--- src/rtl/seg_display_mux.sv ---
// Time-multiplexed DIGITS-wide seven-segment scanner with double-buffered hex/dp/blank data.
// Define LEADING_ZERO_BLANK_EN to also darken leading zero digits (digit 0 is always shown).
module seg_display_mux #(
  parameter int DIGITS     = 8,
  parameter int DIV        = 50000,
  parameter int ACTIVE_LOW = 1
) (
  input  logic                clock,
  input  logic                reset,
  input  logic [4*DIGITS-1:0] value_in,
  input  logic [DIGITS-1:0]   dp_in,
  input  logic [DIGITS-1:0]   blank_in,
  input  logic                load,
  output logic [DIGITS-1:0]   sel,
  output logic [7:0]          data,
  output logic                frame_start
);

  localparam int PW = $clog2(DIV);
  localparam int IW = (DIGITS > 1) ? $clog2(DIGITS) : 1;

  localparam logic [DIGITS-1:0] SEL_OFF    = (ACTIVE_LOW != 0) ? {DIGITS{1'b1}} : {DIGITS{1'b0}};
  localparam logic [7:0]        DATA_OFF   = (ACTIVE_LOW != 0) ? 8'hFF : 8'h00;
  localparam logic [PW-1:0]     PRESC_LAST = PW'(DIV - 1);
  localparam logic [IW-1:0]     IDX_LAST   = IW'(DIGITS - 1);

  logic [PW-1:0]       r_presc;
  logic [IW-1:0]       r_idx;
  logic [4*DIGITS-1:0] r_pend_value;
  logic [DIGITS-1:0]   r_pend_dp;
  logic [DIGITS-1:0]   r_pend_blank;
  logic [4*DIGITS-1:0] r_shadow_value;
  logic [DIGITS-1:0]   r_shadow_dp;
  logic [DIGITS-1:0]   r_shadow_blank;
  logic [DIGITS-1:0]   r_sel;
  logic [7:0]          r_data;
  logic                r_frame_start;

  logic                w_tick;
  logic                w_frame_edge;
  logic [4*DIGITS-1:0] w_src_value;
  logic [DIGITS-1:0]   w_src_dp;
  logic [DIGITS-1:0]   w_src_blank;
  logic [3:0]          w_nibble;
  logic                w_dp;
  logic                w_blank;
  logic                w_lz_blank;
  logic [DIGITS-1:0]   w_sel_hot;
  logic [6:0]          w_seg;
  logic [7:0]          w_data_hot;

  function automatic logic [6:0] hex_to_seg(input logic [3:0] nib);
    case (nib)
      4'h0: hex_to_seg = 7'h3F;
      4'h1: hex_to_seg = 7'h06;
      4'h2: hex_to_seg = 7'h5B;
      4'h3: hex_to_seg = 7'h4F;
      4'h4: hex_to_seg = 7'h66;
      4'h5: hex_to_seg = 7'h6D;
      4'h6: hex_to_seg = 7'h7D;
      4'h7: hex_to_seg = 7'h07;
      4'h8: hex_to_seg = 7'h7F;
      4'h9: hex_to_seg = 7'h6F;
      4'hA: hex_to_seg = 7'h77;
      4'hB: hex_to_seg = 7'h7C;
      4'hC: hex_to_seg = 7'h39;
      4'hD: hex_to_seg = 7'h5E;
      4'hE: hex_to_seg = 7'h79;
      default: hex_to_seg = 7'h71;
    endcase
  endfunction

  assign w_tick       = (r_presc == PRESC_LAST);
  assign w_frame_edge = (r_idx == '0);

  // Digit 0 decodes straight from pending so the new frame is visible on its very first slot.
  assign w_src_value = w_frame_edge ? r_pend_value : r_shadow_value;
  assign w_src_dp    = w_frame_edge ? r_pend_dp    : r_shadow_dp;
  assign w_src_blank = w_frame_edge ? r_pend_blank : r_shadow_blank;

  always_comb begin
    w_nibble  = 4'h0;
    w_dp      = 1'b0;
    w_blank   = 1'b0;
    w_sel_hot = '0;
    for (int j = 0; j < DIGITS; j++) begin
      if (r_idx == IW'(j)) begin
        w_nibble     = w_src_value[4*j +: 4];
        w_dp         = w_src_dp[j];
        w_blank      = w_src_blank[j];
        w_sel_hot[j] = 1'b1;
      end
    end
  end

`ifdef LEADING_ZERO_BLANK_EN
  // A digit is a leading zero when it and everything above it is zero with no dp lit.
  always_comb begin
    w_lz_blank = (r_idx != '0);
    for (int j = 0; j < DIGITS; j++) begin
      if ((j >= int'(r_idx)) && ((w_src_value[4*j +: 4] != 4'h0) || w_src_dp[j])) begin
        w_lz_blank = 1'b0;
      end
    end
  end
`else
  assign w_lz_blank = 1'b0;
`endif

  assign w_seg      = hex_to_seg(w_nibble);
  assign w_data_hot = (w_blank || w_lz_blank) ? 8'h00 : {w_dp, w_seg};

  always_ff @(posedge clock) begin
    if (reset) begin
      r_presc        <= '0;
      r_idx          <= '0;
      r_pend_value   <= '0;
      r_pend_dp      <= '0;
      r_pend_blank   <= '0;
      r_shadow_value <= '0;
      r_shadow_dp    <= '0;
      r_shadow_blank <= '0;
      r_sel          <= SEL_OFF;
      r_data         <= DATA_OFF;
      r_frame_start  <= 1'b0;
    end else begin
      r_presc       <= w_tick ? '0 : r_presc + 1'b1;
      r_frame_start <= 1'b0;
      if (load) begin
        r_pend_value <= value_in;
        r_pend_dp    <= dp_in;
        r_pend_blank <= blank_in;
      end
      // A load on the frame-edge tick misses this frame because shadow copies the old pending.
      if (w_tick) begin
        if (w_frame_edge) begin
          r_shadow_value <= r_pend_value;
          r_shadow_dp    <= r_pend_dp;
          r_shadow_blank <= r_pend_blank;
        end
        r_sel         <= (ACTIVE_LOW != 0) ? ~w_sel_hot : w_sel_hot;
        r_data        <= (ACTIVE_LOW != 0) ? ~w_data_hot : w_data_hot;
        r_frame_start <= w_frame_edge;
        r_idx         <= (r_idx == IDX_LAST) ? '0 : r_idx + 1'b1;
      end
    end
  end

  assign sel         = r_sel;
  assign data        = r_data;
  assign frame_start = r_frame_start;

endmodule

--- config.mk ---
export PLATFORM = sky130hd
export DESIGN_NAME = seg_display_mux
export DESIGN_NICKNAME = d
export VERILOG_FILES = /design/src/rtl/seg_display_mux.sv
export SDC_FILE = /design/constraint.sdc
export NUM_CORES = 1
export LEC_CHECK = 0
export ABC_CLOCK_PERIOD_IN_PS = 3500
export CELL_PAD_IN_SITES_DETAIL_PLACEMENT = 1
export CELL_PAD_IN_SITES_GLOBAL_PLACEMENT = 1
export CORE_ASPECT_RATIO = 1.5
export CORE_MARGIN = 2
export CORE_UTILIZATION = 36
export CTS_CLUSTER_DIAMETER = 100
export DETAILED_ROUTE_END_ITERATION = 6
export PLACE_DENSITY_LB_ADDON = 0.1
export SLEW_MARGIN = 20
export SYNTH_ARGS = -nofsm -noshare
export SYNTH_HDL_FRONTEND = slang
export SYNTH_SLANG_ARGS = --single-unit
--- constraint.sdc ---
create_clock -name clock -period 3.5 [get_ports clock]
set_input_delay 0.7 -clock clock [delete_from_list [all_inputs] [get_ports clock]]
set_output_delay 0.7 -clock clock [all_outputs]
set_load 0.03 [all_outputs]
==> results of run 1 <==
## cells in the mapped netlist, types with 2 or more instances
| library cell | count |
|---|---|
| dfxtp_1 | 126 |
| mux2i_1 | 65 |
| xor2_1 | 8 |
| o22ai_1 | 4 |
| buf_2 | 8 |
| nand2b_1 | 6 |
| nand2_1 | 110 |
| nor2b_1 | 2 |
| nand3_1 | 11 |
| a21oi_1 | 64 |
| buf_4 | 2 |
| inv_1 | 14 |
| xnor2_1 | 7 |
| o211ai_1 | 2 |
| a31oi_1 | 8 |
| nor2_1 | 88 |
| a21o_1 | 2 |
| buf_6 | 2 |
| buf_1 | 3 |
| a221oi_1 | 6 |
| o21ai_0 | 8 |
| ha_1 | 13 |
| o31a_1 | 2 |
| a211o_1 | 4 |
| clkbuf_1 | 31 |
| mux2_2 | 7 |
| and3_1 | 6 |
| mux2_4 | 2 |
| nand3b_1 | 3 |
| nor3_1 | 4 |
## final timing paths
path,from,end,slack [ps],cells after the start
max,r_idx[0],data[0],380,11
min,r_pend_blank[5],r_shadow_blank[5],450,2
max reg2reg,r_idx[0],data[0],380,11
min reg2reg,r_pend_blank[5],r_shadow_blank[5],450,2
## layer usage
metal  wire length, µm  global-route usage, %  share of wire [%]  vias to the layer above
li1                  -                      -                  -                     2286
met1              6250                   20.9                 42                     2212
met2              7960                   35.8                 53                       72
met3               461                   4.58                3.1                       21
met4               330                   7.87                2.2                        0
met5                 0                      0                  0                        -
## cells by family after synthesis
| family | synth area share, % |
|---|---|
| adders and majority gates | 2.92 |
| xor gates and xnor gates | 2.36 |
| and+or+nand+nor | 17.8 |
| AOI/OAI and AO/OA | 13.3 |
| buffers and inverters | 4.63 |
| muxes | 13.7 |
| DFF | 45.4 |
## stage by stage
step / power [W] / worst slack, ps / instances / hold WS [ps]
global route: 0.00366 / 109 / 911 / 472
detailed placement: 0.00174 / 390 / 879 / 445
global placement: 0.00173 / 455 / 879 / 423
CTS: 0.00358 / 372 / 911 / 453
floorplan: 0.00165 / 645 / 641 / 413
finish: 0.00353 / 381 / 911 / 449
## where the power goes
group / leakage, nW / internal [W] / switching, W
Combinational: 1.49 / 0.000115 / 0.0000956
Sequential: 1.03 / 0.00147 / 0.0000268
Clock: 0.299 / 0.00119 / 0.000624
Total: 2.81 / 0.00278 / 0.000747
## flip-flops by register name (all words and copies together), names as in the netlist
name / flops
sel: 8
r_presc: 16
r_pend_blank: 8
r_shadow_dp: 7
r_pend_value: 32
r_shadow_blank: 7
data: 8
r_shadow_value: 28
r_pend_dp: 8
r_idx: 3
frame_start: 1
## tightest hold or removal path, delay by kind of cell, from the launching register on
family / cells / cell delay, ps
flip-flops: 1 / 310
AND/OR/NAND/NOR: 1 / 50
AO/OA/AOI/OAI: 1 / 50
## final cells by class
type                       count  area share (%)
multi-input combinational    455            39.6
inverter                      14           0.748
timing repair buffer          85            11.4
sequential                   126            35.9
clock buffer                  23            6.94
clock inverter                 9            1.89
tap                          199            3.54
==> metrics.txt, run 1 <==
TritonCTS Buffers 17; detailed placement HPWL 10900 µm; count of cells resized by post-cts repair 0; maximum clock rate 321 MHz; largest net degree at the start of global routing 90; CTS H-tree depth 4; initial antenna violation count 0; Die W 105 µm; Hold Buf Count CTS 0; fin area 0.00703 mm²; Worst-path clk slew 60 ps; buffer levels on the longest clock path 2; post-route ant nets 0; Critical Path Source Type flop; worst rel slew slack 38.6%; Area after DPL 0.00641 mm²; outcome finished clean; final core occ 46.6%; Overflow after GRT 0; Synth Instances 641; CTS sink cnt 126; Final Hold Viols 0; Lkg Pwr 2.81 nW; Post-synth EDFFs 0; DR WL/cell 16.5 µm; final setup fails 0; syn avg cell area 8.68 µm²; DRT iter0 DRCs 153; MaxCap Viol Count 0; cells along the critical path inv_1 -> ha_1 -> and2b_4 -> a221oi_1 -> a2111oi_0 -> o211a_1 -> inv_1 -> ha_1 -> or3_1 -> o221ai_1 -> a21oi_1; fraction of registers with async set/reset 0%; Root Driver clkbuf_16; layout cell share with drive strength beyond 1 9.55%; min Tclk post-route 3120 ps; Synthesis Warnings 0; Distinct cells, synth 53; die area 0.0165 mm²; critical path class reg2reg; Vias/cell 5.04; Buf+Inv Stages, Crit Path 2; CP Max Fanout 9; most frequent cells in the layout dfxtp_1 (126), nand2_1 (110), nor2_1 (88); Ports 68; Post-CTS Setup Repair Bufs 0; Area contributors post-synth dfxtp_1 (45%), mux2i_1 (12%), nand2_1 (7.4%); Reg area 0.00252 mm²; vias in the first global route 4845; height of the die 156 µm; CTS tree built; Synth Flop Type dfxtp_1; latest clock arrival within the worst-skew pair 420 ps; Synth area leader dfxtp_1; GRT Overall Usage 19.3%; setup TNS 0 ps; area of the multi-input gates 0.00279 mm²; Tcrit/Tclk final 89.1%; Routed WL 15000 µm; Initial DRT Pass Iterations 4; row count 55; CP top delay family compound AO/OA/AOI/OAI gates; GP Congestion 0.863; Initial Util 36.9%; area grow syn2layout 26.4%; register bit count reported by yosys 126; first-pass GRT wire length 24800 µm; Worst Skew 6.60 ps; worst-margin pin slew 921 ps; P per Cell Area 502 mW/mm²; core footprint 0.0151 mm²; Worst Path Arrival 3390 ps; Diodes inserted 0; most common cell after layout, fill and taps aside dfxtp_1; post-synthesis cell area 0.00556 mm²; fin nets 763; Worst Path Required 3770 ps; VDD IR-drop max 0.268 mV; CP max stage cell a2111oi_0; Worst path max stage delay 480 ps; # fillers 1734; Slew Viols, Final 0; post-synthesis sequential area ratio 45.4%; detailed-route via count 4591; Remaining DRCs 0; CP Capture Type flop; Post-Syn Nets 705; port buffer count 67; HP Class reg2reg; post-synth top area share 45.4%; RSZ-0062 raised after global routing false
No activity file was read; power rests on OpenSTA's default activity.
==> run 2, diff against run 1 <==
--- a/config.mk
+++ b/config.mk
@@ -5,7 +5,7 @@
 export SDC_FILE = /design/constraint.sdc
 export NUM_CORES = 1
 export LEC_CHECK = 0
-export ABC_CLOCK_PERIOD_IN_PS = 3500
+export ABC_CLOCK_PERIOD_IN_PS = 3400
 export CELL_PAD_IN_SITES_DETAIL_PLACEMENT = 1
 export CELL_PAD_IN_SITES_GLOBAL_PLACEMENT = 1
 export CORE_ASPECT_RATIO = 1.5
@@ -14,6 +14,7 @@
 export CTS_CLUSTER_DIAMETER = 100
 export DETAILED_ROUTE_END_ITERATION = 6
 export PLACE_DENSITY_LB_ADDON = 0.1
+export SETUP_SLACK_MARGIN = 0.2
 export SLEW_MARGIN = 20
 export SYNTH_ARGS = -nofsm -noshare
 export SYNTH_HDL_FRONTEND = slang
==> constraint.sdc (replaced) <==
create_clock -name clock -period 3.4 [get_ports clock]
set_input_delay 0.68 -clock clock [delete_from_list [all_inputs] [get_ports clock]]
set_output_delay 0.68 -clock clock [all_outputs]
set_load 0.03 [all_outputs]
==> run 2 against run 1 <==
Net effect:
- clock-buffer cell count shrank 4
- utilization shrank 0.20 points
- sequential share of layout area grew 0.15 points
- routed wire length shrank 2.2%
- non-clock buffer count shrank 2
- fmax grew 2.7%
- design area shrank 0.43%
- worst hold slack lost 3.9 ps
- highest routed layer unchanged
- largest power group unchanged
- global-route usage shrank 0.63 points
==> metrics.txt, run 2 (synthesis results as in run 1) <==
min Tclk post-route 3040 ps (-83.3 ps); most frequent cells in the layout dfxtp_1 (126), nand2_1 (110), nor2_1 (88); Ports 68 (unchanged); Remaining DRCs 0 (unchanged); worst-margin pin slew 858 ps (-63.2 ps); setup TNS 0 ps (unchanged); maximum clock rate 329 MHz (+2.7%); Worst path max stage delay 400 ps (-80 ps); Worst-path clk slew 60 ps (about the same); Initial Util 36.9% (unchanged); detailed-route via count 4630 (+0.85%); detailed placement HPWL 10500 µm (-3.7%); Reg area 0.00252 mm² (unchanged); Worst Path Arrival 3340 ps (-50 ps); Hold Buf Count CTS 0 (unchanged); Final Hold Viols 0 (unchanged); Area after DPL 0.00641 mm² (about the same); RSZ-0062 raised after global routing false; Worst Hold Depth 1 (-1); port buffer count 67 (unchanged); Worst Skew 6.80 ps (+0.199 ps); buffer levels on the longest clock path 2 (unchanged); fin nets 761 (-0.26%); HP Class reg2reg; dpl ws 336 ps (-53.7 ps); CP max stage cell dfxtp_1; layout cell share with drive strength beyond 1 9.58% (+0.027 points); area of the multi-input gates 0.00279 mm² (about the same); Lkg Pwr 2.80 nW (-0.46%); VDD IR-drop max 0.333 mV (+24%); Worst Path Required 3710 ps (-60 ps); largest registers r_pend_value: 32 flops, r_shadow_value: 28 flops, r_presc: 16 flops; post-route ant nets 0 (unchanged); Diodes inserted 0 (unchanged); GRT Overall Usage 18.7% (-0.63 points); largest net degree at the start of global routing 62 (-31%); Largest register FFs 32 (unchanged); worst rel slew slack 42.8% (+4.2 points); Vias/cell 5.09 (+1.1%); cells along the critical path ha_1 -> mux2_2 -> a221o_1 -> a21oi_1 -> o22ai_1 -> a31oi_1 -> inv_1 -> ha_1 -> mux2_2 -> o21ai_0 -> a21oi_1; fin area 0.00700 mm² (-0.43%); met3 usage in global routing 4.16% (-0.42 points); CP Capture Type flop; die area 0.0165 mm² (unchanged); outcome finished clean; P per Cell Area 508 mW/mm² (+1.3%); GP Congestion 0.825 (-4.4%); Root Driver clkbuf_16; final worst slack 364 ps (-16.7 ps); grt peak-use layer met2; Slew Viols, Final 0 (unchanged); GRT met1 Usage 21.0% (+0.071 points); Critical Path Source Type flop; vias in the first global route 4718 (-2.6%); DRT iter0 DRCs 160 (+4.6%); most common cell after layout, fill and taps aside dfxtp_1; Tcrit/Tclk final 89.3% (+0.17 points); Reg2Reg Depth 11 (unchanged); Biggest register r_pend_value; CTS tree built; final core occ 46.4% (-0.20 points); Initial DRT Pass Iterations 4 (unchanged); grt met2 use 33.9% (-1.9 points); final setup fails 0 (unchanged); CTS H-tree depth 4 (unchanged); Post-CTS Setup Repair Bufs 0 (unchanged); core footprint 0.0151 mm² (unchanged); count of cells resized by post-cts repair 0 (unchanged); initial antenna violation count 0 (unchanged); critical path class reg2reg; height of the die 156 µm (unchanged); CP Max Fanout 6 (-3); MaxCap Viol Count 0 (unchanged); first-pass GRT wire length 24200 µm (-2.3%); Routed WL 14700 µm (-2.2%); Die W 105 µm (unchanged); latest clock arrival within the worst-skew pair 420 ps (about the same); area grow syn2layout 25.8%; DR WL/cell 16.2 µm (-2.0%); CTS sink cnt 126 (unchanged); row count 55 (unchanged); TritonCTS Buffers 17 (unchanged); Overflow after GRT 0 (unchanged); # fillers 1753 (+1.1%)
-- run 2: cell types whose count changed in the layout (fill, tap and decap cells not counted), sizes merged --
cell | before | now
clkbuf | 23 | 19
buf | 20 | 18
bufinv | 3 | 2
clkinv | 4 | 7
inv | 14 | 16
-- run 2: critical path, delay by kind of cell (launching register included) --
family                     cells  cell delay (ps)
AOI/OAI and AO/OA              6             1130
adders and majority gates      2              620
buffers and inverters          1              110
DFF                            1              400
muxes                          2              660
-- run 2: path summary, 6_finish.rpt --
path                    from    endpoint  slack (ps)
setup reg to reg    r_idx[0]     data[5]         360
setup / recovery    r_idx[0]     data[5]         360
hold reg to reg   r_presc[0]  r_presc[0]         440
hold / removal    r_presc[0]  r_presc[0]         440
-- run 2: power by group --
| group | internal, W | switching, W | total [W] |
|---|---|---|---|
| combinational | 0.000119 | 0.000100 | 0.000220 |
| clock | 0.00112 | 0.000679 | 0.00180 |
| sequential | 0.00151 | 0.0000276 | 0.00154 |
-- run 2: cell type report --
cell class / instances / share of cell area (%)
Sequential cell: 126 / 36.0
Tap cell: 199 / 3.56
Multi-Input combinational cell: 455 / 39.8
Clock buffer: 19 / 6.47
Clock inverter: 13 / 1.98
Timing Repair Buffer: 83 / 11.4
Inverter: 14 / 0.751
-- run 2: metrics by stage --
step	total power, W	hold WS (ps)	std cells
after detailed placement	0.00180	435	877
after global placement	0.00179	424	877
after CTS	0.00360	443	909
final	0.00356	445	909
after global routing	0.00371	471	909
after floorplan	0.00170	413	641
-- run 2: routing by layer --
layer  part of all wire, %  wire length (µm)
met3                   2.6               381
met1                    43              6280
met5                     0                 0
met2                    53              7720
met4                   2.1               305
==> run 3, diff against run 2 <==
--- a/config.mk
+++ b/config.mk
@@ -6,8 +6,6 @@
 export NUM_CORES = 1
 export LEC_CHECK = 0
 export ABC_CLOCK_PERIOD_IN_PS = 3400
-export CELL_PAD_IN_SITES_DETAIL_PLACEMENT = 1
-export CELL_PAD_IN_SITES_GLOBAL_PLACEMENT = 1
 export CORE_ASPECT_RATIO = 1.5
 export CORE_MARGIN = 2
 export CORE_UTILIZATION = 36
==> run 3 against run 2 <==
Net effect:
- die area unchanged
- combinational power decreased by 3%
- global-route usage down 1.8 points
- worst setup slack improved by 9.5 ps
- sequential share of layout area about the same
- critical path depth unchanged
- routed wire length decreased by 8.5%
- sequential cell count is the same
- utilization about the same
- clock power barely moved
- largest power group unchanged
- highest routed layer unchanged
==> metrics.txt, run 3 (synthesis results as in run 1) <==
maximum clock rate 330 MHz (+0.31%); Tcrit/Tclk final 89.0% (-0.28 points); RSZ-0062 raised after global routing true; Worst path max stage delay 390 ps (about the same); area grow syn2layout 25.9% (about the same); Worst Skew 7.85 ps (+1.05 ps); vias in the first global route 4375 (-7.3%); DRT iter0 DRCs 184 (+15%); CTS sink cnt 126 (unchanged); row count 55 (unchanged); Biggest register r_pend_value; Placed Cells 877 (unchanged); Root Driver clkbuf_16; buffer levels on the longest clock path 2 (unchanged); final worst slack 373 ps (+9.50 ps); most common cell after layout, fill and taps aside dfxtp_1; Min Hold Slack 449 ps (+4.35 ps); worst-margin pin slew 1010 ps (+152 ps); GRT Overall Usage 16.9% (-1.8 points); CP Max Fanout 7 (+1); most frequent cells in the layout dfxtp_1 (126), nand2_1 (110), nor2_1 (88); internal power 0.00278 W (+1.1%); final core occ 46.5% (about the same); critical path class reg2reg; P per Cell Area 512 mW/mm² (+0.81%); Lkg Pwr 2.78 nW (-0.58%); Critical Path Source Type flop; worst rel slew slack 32.7% (-10 points); initial antenna violation count 0 (unchanged); latest clock arrival within the worst-skew pair 420 ps (about the same); TritonCTS Buffers 17 (unchanged); MaxCap Viol Count 0 (unchanged); first-pass GRT wire length 22100 µm (-8.8%); outcome finished clean; die area 0.0165 mm² (unchanged); Initial DRT Pass Iterations 4 (unchanged); height of the die 156 µm (unchanged); Hold Buf Count CTS 0 (unchanged); Die W 105 µm (unchanged); Initial Util 36.9% (unchanged); Worst Path Required 3670 ps (-40 ps); detailed placement HPWL 9560 µm (-9.1%); Final Hold Viols 0 (unchanged); min Tclk post-route 3030 ps (-9.50 ps); Worst Path Arrival 3290 ps (-50 ps); port buffer count 67 (unchanged); VDD IR-drop max 0.281 mV (-16%); CP Capture Type flop; DR WL/cell 14.8 µm (-8.5%); Diodes inserted 0 (unchanged); combinational power share 6.0% (-0.2 points); Vias/cell 4.91 (-3.6%); CTS H-tree depth 4 (unchanged); post-route ant nets 0 (unchanged); largest net degree at the start of global routing 99 (+60%); core footprint 0.0151 mm² (unchanged); Worst-path clk slew 60 ps (about the same); Remaining DRCs 0 (unchanged); layout cell share with drive strength beyond 1 9.72% (+0.14 points); final non-filler cell total 909 (unchanged); sw power 0.000805 W (-0.25%); register share of total power 43.0% (-0.3 points); dpl ws 196 ps (-140 ps); Buf+Inv Stages, Crit Path 1 (unchanged); detailed-route via count 4465 (-3.6%); setup TNS 0 ps (unchanged); clock power share 51.0% (+0.5 points); Ports 68 (unchanged); switching portion of total power 22.4% (-0.24 points); Slew Viols, Final 0 (unchanged); final setup fails 0 (unchanged); fin nets 761 (unchanged); CTS tree built; CP max stage cell dfxtp_1; GP Congestion 0.839 (+1.6%); Routed WL 13400 µm (-8.5%); largest registers r_pend_value: 32 flops, r_shadow_value: 28 flops, r_presc: 16 flops; CP top delay family compound AO/OA/AOI/OAI gates; Largest register FFs 32 (unchanged); Overflow after GRT 0 (unchanged); HP Class reg2reg; cells along the critical path ha_1 -> mux2_2 -> a221o_1 -> a21oi_1 -> o22ai_1 -> a31oi_1 -> inv_1 -> ha_1 -> mux2_2 -> o21ai_0 -> a21oi_1
==> run 3: power groups by stage <==
stage | Clock [W] | Sequential [W] | Combinational (W)
6_report | 0.00183 | 0.00154 | 0.000214
5_1_grt | 0.00194 | 0.00155 | 0.000236
4_1_cts | 0.00188 | 0.00154 | 0.000217
3_5_place_dp | 0 | 0.00157 | 0.000216
3_3_place_gp | 0 | 0.00157 | 0.000211
2_1_floorplan | 0 | 0.00156 | 0.000134
==> run 3: area by class of cell <==
type                       instances  area (µm²)
inverter                          14        52.6
clock inverter                    14         169
tap                              199         249
multi-input combinational        455        2800
clock buffer                      18         429
fill                            1510        8070
sequential                       126        2520
timing repair buffer              83         783
==> run 3: worst reg2reg max path, stage by stage (launching register included) <==
cell     delay [ps]
dfxtp_1         390
ha_1            370
mux2_2          370
a221o_1         350
a21oi_1         140
o22ai_1         120
a31oi_1         230
inv_1           110
ha_1            260
mux2_2          270
o21ai_0         170
a21oi_1          90
==> run 3: final timing paths <==
path / start / to / slack, ps / depth (start not counted)
max: r_idx[0] / data[5] / 370 / 11
min: r_presc[0] / r_presc[0] / 450 / 1
max reg2reg: r_idx[0] / data[5] / 370 / 11
min reg2reg: r_presc[0] / r_presc[0] / 450 / 1
==> run 3: stage by stage <==
stage / area (µm²) / power (W)
finish: 7000 / 0.00359
global route: 7000 / 0.00372
CTS: 6990 / 0.00364
detailed placement: 6390 / 0.00179
global placement: 6390 / 0.00178
floorplan: 5560 / 0.00170
==> run 3: repair_timing <==
item / CTS / global route
endpoints found under the setup margin: 1 / 4
resized for setup: 1 / 2
buffers inserted: 0 / 0
==> run 3: layer usage <==
layer	vias up	GRT usage, %	wire (µm)
met3	27	4.29	437
met4	0	9.46	558
met5	-	0	0
met1	2081	19.0	5730
li1	2285	-	-
met2	72	29.0	6710
